`src/rtl/up_down_counter_param.sv`:
```
// Parametrised up/down counter with step size, parallel load, synchronous clear,
// wrap or saturate at a configurable modulus, terminal-count pulse and sticky overflow.
module up_down_counter_param #(
  parameter int              WIDTH    = 8,
  parameter longint unsigned MAX_VAL  = (64'd1 << WIDTH) - 64'd1,
  parameter int              STEP_W   = 4,
  parameter bit              SATURATE = 1'b0
) (
  input  logic              clk,
  input  logic              reset,
  input  logic              enable,
  input  logic              clear,
  input  logic              load,
  input  logic [WIDTH-1:0]  load_value,
  input  logic              up_down,
  input  logic [STEP_W-1:0] step,
  output logic [WIDTH-1:0]  out,
  output logic              tc,
  output logic              ovf
);

  // One guard bit above the wider of count and step keeps sums and compares exact.
  localparam int EW = ((STEP_W > WIDTH) ? STEP_W : WIDTH) + 1;
  localparam logic [EW-1:0] MAX_E = EW'(MAX_VAL);
  localparam logic [EW-1:0] MOD_E = MAX_E + EW'(1);

  logic [EW-1:0]    cur_e;
  logic [EW-1:0]    step_e;
  logic [EW-1:0]    step_c;
  logic [EW-1:0]    load_e;
  logic [EW-1:0]    sum_e;
  logic [WIDTH-1:0] nxt_out;
  logic             nxt_tc;
  logic             nxt_ovf;

  always_comb begin
    cur_e   = EW'(out);
    step_e  = EW'(step);
    load_e  = EW'(load_value);
    // Clamping the step keeps a wrap from ever crossing the boundary twice.
    step_c  = (step_e > MAX_E) ? MAX_E : step_e;
    sum_e   = cur_e + step_c;
    nxt_out = out;
    nxt_tc  = 1'b0;
    nxt_ovf = ovf;

    if (clear) begin
      nxt_out = '0;
      nxt_ovf = 1'b0;
    end else if (load) begin
      nxt_out = (load_e > MAX_E) ? WIDTH'(MAX_E) : load_value;
    end else if (enable) begin
      if (up_down) begin
        if (sum_e <= MAX_E) begin
          nxt_out = WIDTH'(sum_e);
        end else begin
          nxt_tc  = 1'b1;
          nxt_ovf = 1'b1;
          nxt_out = SATURATE ? WIDTH'(MAX_E) : WIDTH'(sum_e - MOD_E);
        end
      end else begin
        if (cur_e >= step_c) begin
          nxt_out = WIDTH'(cur_e - step_c);
        end else begin
          nxt_tc  = 1'b1;
          nxt_ovf = 1'b1;
          nxt_out = SATURATE ? '0 : WIDTH'(cur_e + MOD_E - step_c);
        end
      end
    end
  end

  always_ff @(posedge clk or posedge reset) begin
    if (reset) begin
      out <= '0;
      tc  <= 1'b0;
      ovf <= 1'b0;
    end else begin
      out <= nxt_out;
      tc  <= nxt_tc;
      ovf <= nxt_ovf;
    end
  end

endmodule

```
`config.mk`:
```
export PLATFORM = sky130hd
export DESIGN_NAME = up_down_counter_param
export DESIGN_NICKNAME = d
export VERILOG_FILES = /design/src/rtl/up_down_counter_param.sv
export SDC_FILE = /design/constraint.sdc
export NUM_CORES = 1
export LEC_CHECK = 0
export CORE_ASPECT_RATIO = 1.25
export CORE_MARGIN = 2
export CORE_UTILIZATION = 48
export DETAILED_ROUTE_END_ITERATION = 8
export PLACE_DENSITY_LB_ADDON = 0.3
export SLEW_MARGIN = 10
export SYNTH_ARGS = -nofsm -noshare
export SYNTH_HDL_FRONTEND = slang
export SYNTH_SLANG_ARGS = --single-unit
```
`constraint.sdc`:
```
create_clock -name clk -period 2.4 [get_ports clk]
set_clock_uncertainty 0.15 [all_clocks]
set_input_delay 0.6 -clock clk [delete_from_list [all_inputs] [get_ports clk]]
set_output_delay 0.6 -clock clk [all_outputs]
set_load 0.02 [all_outputs]
```
# Word-level counts from Yosys, hierarchy flattened
# Index checks and enable logic that the tools add are counted.
[classes]
order_cmp = 2
addsub = 5
eq_ne = 3
mux = 18
n_reduce_logical = 3
[op_table]
columns = ["op", "count"]
rows = [
  ["$mux W8", 6],
  ["$sub A8 B4 Y8", 2],
  ["$mux W1", 12],
  ["$add A8 B4 Y9", 1],
  ["$le A9 B8 Y1 const B", 1],
  ["$add A8 B1 Y8 const B", 1],
  ["$ge A8 B4 Y1", 1],
  ["$sub A8 B1 Y8 const B", 1],
  ["$ne A3 B3 Y1 const B", 2],
  ["$reduce_and A4 Y1", 1],
  ["$reduce_bool A3 Y1", 1],
  ["$ne A2 B2 Y1 const B", 1],
  ["$reduce_bool A2 Y1", 1],
]
[totals]
regBits = 10
out_inout_bits = 10

# Logic depth before layout (Yosys ltp)
# Gate-level depths: netlist (run 1).
[depth]
ltp_word = 7
depth_mapped = 9
ltp_nobuf = 9

# Least setup slack after synthesis (run 1)
# Ideal clock, no wire load.
[synth_timing]
path_type = "in2reg"
from = "in step[0]"
to = "reg out[6]"
arrival_time_ns = 2.001
path_buffers = 0
setup_time_ns = 0.125
path_slack_ns = 0.123
required_ns = 2.125
stages = 7
path_cell_list = "ha_1 inv_1 fa_1 a21oi_1 o21ai_1 o311a_1 a2111oi_0"
[synth_via]
elab_chain_cells = 7
[synth_lines]
columns = ["element", "line", "text"]
rows = [
  ["start: declaration", "16", "input logic [STEP_W-1:0] step,"],
  ["$add A8 B4 Y9", "42", "sum_e = cur_e + step_c;"],
  ["$sub A8 B1 Y8 / $le A9 B8 Y1 (equally long branches)", "59, 54", ""],
  ["$mux W8", "54", "if (sum_e <= MAX_E) begin"],
  ["$mux W8 *", "53", "if (up_down) begin"],
  ["$mux W8 *", "52", "end else if (enable) begin"],
  ["$mux W8 *", "50", "end else if (load) begin"],
  ["$mux W8 *", "47", "if (clear) begin"],
  ["end signal: assignment", "79", "out <= nxt_out;"],
  ["end: declaration", "17", "output logic [WIDTH-1:0] out,"],
]
# Mark *: on every way between the ends. The rest lies on a longest branch, timed or not. The select of a mux whose other input is x is not followed.
# A chain may end at the register's enable or synchronous reset.

# Worst setup path after layout (run 1)
# Ends and elaborated chain as after synthesis.

==> results.toml, run 1 <==
[routing]
routed-via-count = 1166
wire_per_inst_um = 17.43
via_per_inst = 5.949
dr.pass1.iters = 4
ant_nets = 0
drcViolationCount = 0
drt_first_iter_violations = 57
drt_wl_total_um = 3417

[synthesis]
synthTopCellsByArea = "dfrtp_1 (24%), ha_1 (9.6%), inv_1 (4.3%)"
synthTopCellsByCount = "inv_1 (12), nor2_1 (12), dfrtp_1 (10), a21oi_1 (8), ha_1 (8)"
synth_top_flop_cell = "dfrtp_1"
yosysUniqueCellTypes = 43
syn_area_sq_um = 1044
syn_nets = 151
synthCells = 123
synth_top_area_share = 0.2398
synth_top_area_cell = "dfrtp_1"
yosysWarnings = 0
ys_seq_area_frac = 0.2398
synth.avg_cell_area_sq_um = 8.484
synth_edf_count = 0
ys_async_sr_fraction = 1.000
synth-seq-cells = 10

[place]
portBuffers = 27
gp_congestion = 0.9836
place_ws_ns = -0.5367
hpwl_um = 2379
place_area_sq_um = 1484
post-place-cells = 190

[cts]
clock_latency_ns = 0.28
cts_hold_buf = 0
clock-sinks = 10
root_buffer = "clkbuf_4"
cts_tree = "built"
clk_path_buf_depth = 2
cts_max_level = 1
clk_pin_slew_ns = 0.07
cts_made_buffers = 3

[worst_hold_path]
min_path_cells = 1
hold_path_class = "flip-flop to flip-flop"

[sta]
slew_violations = 0
setup_viol = 0
relSlewSlack = 0.7061
fmax_ghz = 0.4222
worstMarginPinSlew_ns = 0.4404
setup_slack_ns = 0.03173
fin_crit_sh = 0.9868
hold_slack_ns = 0.3315
hold_violations = 0
setup_tns_ns = 0
min_period_ns = 2.368

[global_route]
antenna_found_initial = 0
grt_max_degree = 13
track_usage = 0.2763
grt_pass1_vias = 1186
grt_first_pass_wirelength_um = 5299
grt.overflow.total = 0

[pwr]
powerDensity_nw_per_um2 = 416.9
power.leakage_nw = 0.7616
ir_drop_uv = 405.8

[floorplan]
num_rows = 18
dieArea_sq_um = 2565
start_util = 0.5148
ios = 28
dieHeight_um = 56.13
coreArea_sq_um = 2027
die_w_um = 45.71

[setup_path]
setup.worst_path.class = "primary input to flip-flop"
crit_arrival_ns = 2.38
cp.required_ns = 2.41
endpoint_kind = "flip-flop"
crit_fanout = 2
reg2reg_depth = 8
cp-start-kind = "primary input"

[run]
drv_cap = 0

[finish]
syn2layout_area_growth_pct = 57.07
final_cell_area_sq_um = 1639
n_fill_cell = 129
nNetsFinal = 205
layout-drive-gt1-share = 0.2955
instances_no_fill = 196
antennaDiodeCount = 0

[run_status]
outcome = "completed"
==> registers in the layout, summed over array words and instances, names as in the netlist <==
register  count
out           8
ovf           1
tc            1
==> critical path, cell delays in order <==
cell           delay (ns)
dlygate4sd2_1        0.26
ha_2                 0.20
fa_2                 0.34
nand2b_1             0.12
a21oi_2              0.09
buf_4                0.15
o21bai_4             0.13
o31ai_2              0.09
a2111oi_2            0.39
==> metal layers <==
metal  global-route usage  vias to the layer above  wire length [um]
met5                    0                        -                 0
met4               0.1388                        0                82
met3              0.02922                        9               183
met2               0.4608                       58              1855
met1               0.3347                      542              1295
li1                     -                      557                 -
==> through the flow <==
stage                     utilization  power, mW
after floorplan                     -     0.3456
after global placement         0.7321     0.4750
after detailed placement       0.7321     0.4815
after CTS                      0.7784     0.6601
after global routing           0.8086     0.7075
final                          0.8086     0.6834
==> report_power, final <==
group / internal [mW] / switching [mW]
sequential: 0.181 / 0.0218
combinational: 0.166 / 0.151
clock: 0.0924 / 0.0713
==> logic make-up after synthesis <==
| logic type | after synthesis | synth area share |
|---|---|---|
| AOI/OAI and AO/OA | 42 | 0.2986 |
| xor gates and xnor gates | 1 | 0.008395 |
| adders and majority gates | 10 | 0.1343 |
| buffers and inverters | 18 | 0.08751 |
| DFF | 10 | 0.2398 |
| muxes | 3 | 0.02878 |
| and+or+nand+nor | 39 | 0.2027 |
==> layout by cell type, fill, tap and decap left out, drive strengths merged, types with 3 or more instances in the layout <==
cell | synthesis | routed
nand2 | 4 | 4
and3 | 3 | 3
nor3 | 4 | 4
a21o | 5 | 5
a21oi | 8 | 8
a211oi | 4 | 4
nor2b | 3 | 3
nand2b | 3 | 3
o211ai | 3 | 3
ha | 8 | 8
buf | 4 | 27
mux2i | 3 | 3
nor2 | 13 | 13
o21ai | 6 | 6
clkdlybuf4s50 | 0 | 23
clkbuf | 1 | 4
nand3 | 4 | 4
inv | 13 | 13
dfrtp | 10 | 10
==> final timing paths <==
path                       startpoint     end  slack [ns]
max                           step[0]  out[6]        0.03
min                               ovf     ovf        0.33
max reg2reg                    out[0]  out[6]        0.16
min reg2reg                       ovf     ovf        0.33
max in group asynchronous       reset  out[0]        1.34
min in group asynchronous       reset     ovf        0.46
==> layout make-up <==
| type | instances | area (sq um) | area share |
|---|---|---|---|
| Multi-Input combinational cell | 95 | 803.3 | 0.4901 |
| Timing Repair Buffer | 54 | 475.5 | 0.2901 |
| Sequential cell | 10 | 250.2 | 0.1527 |
| Inverter | 13 | 48.80 | 0.02977 |
| Clock buffer | 4 | 36.28 | 0.02214 |
| Tap cell | 20 | 25.02 | 0.01527 |
==> timing repair <==
item                       CTS  global route
buffers inserted             1             1
setup endpoints to repair    6             6
pin swaps                    6             7
gates resized for setup     12            12
Power figures use the tool's default switching activity.
==> run 2, diff against run 1 <==
- CAP_MARGIN: not set -> 40
==> results of run 2 <==
Same layout as run 1: the final DEF is identical, and so are final timing and power.
==> run 3, diff against run 2 <==
- CORE_MARGIN: 2 -> not set
==> run 3 against run 2 <==
The flow now finishes with violations (DRC); worst setup slack gained 0.0011 ns; cell count grew 2.0%; worst hold slack gained 0.013 ns; first-iteration DRC count grew 11%; die area shrank 7.8%; register-to-register slack lost 0.08 ns; power grew 1.2%; sequential cell count is the same; combinational power grew 3%; sequential share of layout area shrank 0.23 points; critical path depth is the same.
==> results.toml, run 3 (synthesis results as in run 1) <==
[run_status]
outcome = "complete, but fails checks"
failed_checks = "DRC"

[finish]
largest_register = "out"
nNetsFinal = 209
top_regs = "out x8, ovf x1, tc x1"
antennaDiodeCount = 0
multiInputGateArea_sq_um = 798.3
instances_no_fill = 200
mostFrequentLayoutCell = "buf_4"
n_fill_cell = 128
layout_common_cells = "buf_4 (31), clkdlybuf4s50_1 (23), nor2_1 (12)"
seq_area_sq_um = 250.2
layout-drive-gt1-share = 0.3056
syn2layout_area_growth_pct = 59.47
largest_reg_flops = 8

[setup_path]
cp.required_ns = 2.46
worstReg2RegEnd = "ovf"
r2r_slack_ns = 0.08
crit_chain = "dlygate4sd2_1 > ha_2 > inv_1 > fa_2 > a21o_1 > a21oi_1 > o211ai_1 > a2111oi_4 > a21o_1"
crit_fanout = 3
crit_top_cell = "a21o_1"
reg2reg_depth = 9
worstReg2RegStart = "out[0]"
crit_buf_inv = 2
crit_arrival_ns = 2.43
slowest_stage = "fa_2"
setup.worst_path.class = "primary input to flip-flop"
max_stage_delay_ns = 0.36
cp-start-kind = "primary input"
crit_family = "compound AO/OA/AOI/OAI gates"
endpoint_kind = "flip-flop"

[pwr]
ir_drop_uv = 339.8
powerDensity_nw_per_um2 = 415.4
power.leakage_nw = 0.7812

[sta]
worstMarginPinSlew_ns = 0.4189
fmax_ghz = 0.4225
rsz0062_at_grt = "no"
setup_viol = 0
min_period_ns = 2.367
hold_violations = 0
setup_tns_ns = 0
fin_crit_sh = 0.9863
slew_violations = 0
relSlewSlack = 0.7204

[routing]
drt_first_iter_violations = 63
drt_wl_total_um = 3702
ant_nets = 0
via_per_inst = 6.145
dr.pass1.iters = 6
routed-via-count = 1229
drcViolationCount = 1
wire_per_inst_um = 18.51

[global_route]
grt_util_met2 = 0.6144
grt_use_met3 = 0.04362
grt_use_met1 = 0.3725
antenna_found_initial = 0
track_usage = 0.3331
grt_first_pass_wirelength_um = 5747
grt_pass1_vias = 1264
grt_max_degree = 13
grt.overflow.total = 0
busiest_layer = "met2"

[worst_hold_path]
hp-start = "ovf"
hold_end = "ovf"
min_path_cells = 1
hold_path_class = "flip-flop to flip-flop"

[floorplan]
dieHeight_um = 54.13
die_w_um = 43.71
dieArea_sq_um = 2366
start_util = 0.5206
coreArea_sq_um = 2004
num_rows = 18
ios = 28

[cts]
cts_tree = "built"
clock-sinks = 10
root_buffer = "clkbuf_4"
clk_path_buf_depth = 2
clk_pin_slew_ns = 0.07
clock_latency_ns = 0.27
cts_max_level = 1
cts_made_buffers = 3
cts_hold_buf = 0

[place]
portBuffers = 27
hpwl_um = 2500
gp_congestion = 0.9532
post-place-cells = 192

[run]
drv_cap = 0
-- run 3: worst reg2reg max path: cells and delay by family, from the launching register on --
family / cells / cell delay (ns)
compound gates: 5 / 1.01
fa+ha+maj: 2 / 0.54
flops: 1 / 0.42
buf+inv: 2 / 0.14
-- run 3: timing repair --
item	CTS	global route
endpoints found under the hold margin	0	0
pin swaps	9	8
setup endpoints to repair	6	5
buffers inserted	3	1
resized for setup	15	7
-- run 3: worst max path at each step --
stage,start,to,slack [ns],depth (start not counted)
2_1_floorplan,step[0],out[6],0.12,7
3_3_place_gp,step[3],out[5],-0.46,8
3_5_place_dp,step[0],out[6],-0.54,8
4_1_cts,step[3],out[5],0.008,8
5_1_grt,step[0],ovf,0.005,9
6_report,step[0],ovf,0.03,9
-- run 3: area by class of cell --
type | count | share of cell area
timing repair buffer | 58 | 0.3038
tap | 20 | 0.01504
multi-input combinational | 95 | 0.4797
clock buffer | 4 | 0.02180
inverter | 13 | 0.02932
sequential | 10 | 0.1504
-- run 3: per-layer routing --
metal / vias up / routed length (um)
met1: 592 / 1385
met4: 0 / 138
met2: 55 / 1996
li1: 566 / -
met5: - / 0
met3: 16 / 182
-- run 3: per-stage QoR --
stage               hold slack [ns]  instance area, sq um    util  power, mW  worst slack (ns)
floorplan                    0.2902                  1044       -     0.3456            0.1233
global placement             0.3098                  1499  0.7478     0.4779           -0.4558
detailed placement           0.3214                  1499  0.7478     0.4869           -0.5367
CTS                          0.3354                  1632  0.8140     0.6728          0.007583
global route                 0.3474                  1664  0.8302     0.7271          0.005298
finish                       0.3440                  1664  0.8302     0.6913           0.03288
-- run 3: report_power, final --
part           internal, mW  total, mW  switching [mW]
registers             0.180      0.206          0.0254
logic                 0.170      0.327           0.157
clock network        0.0922      0.159          0.0663
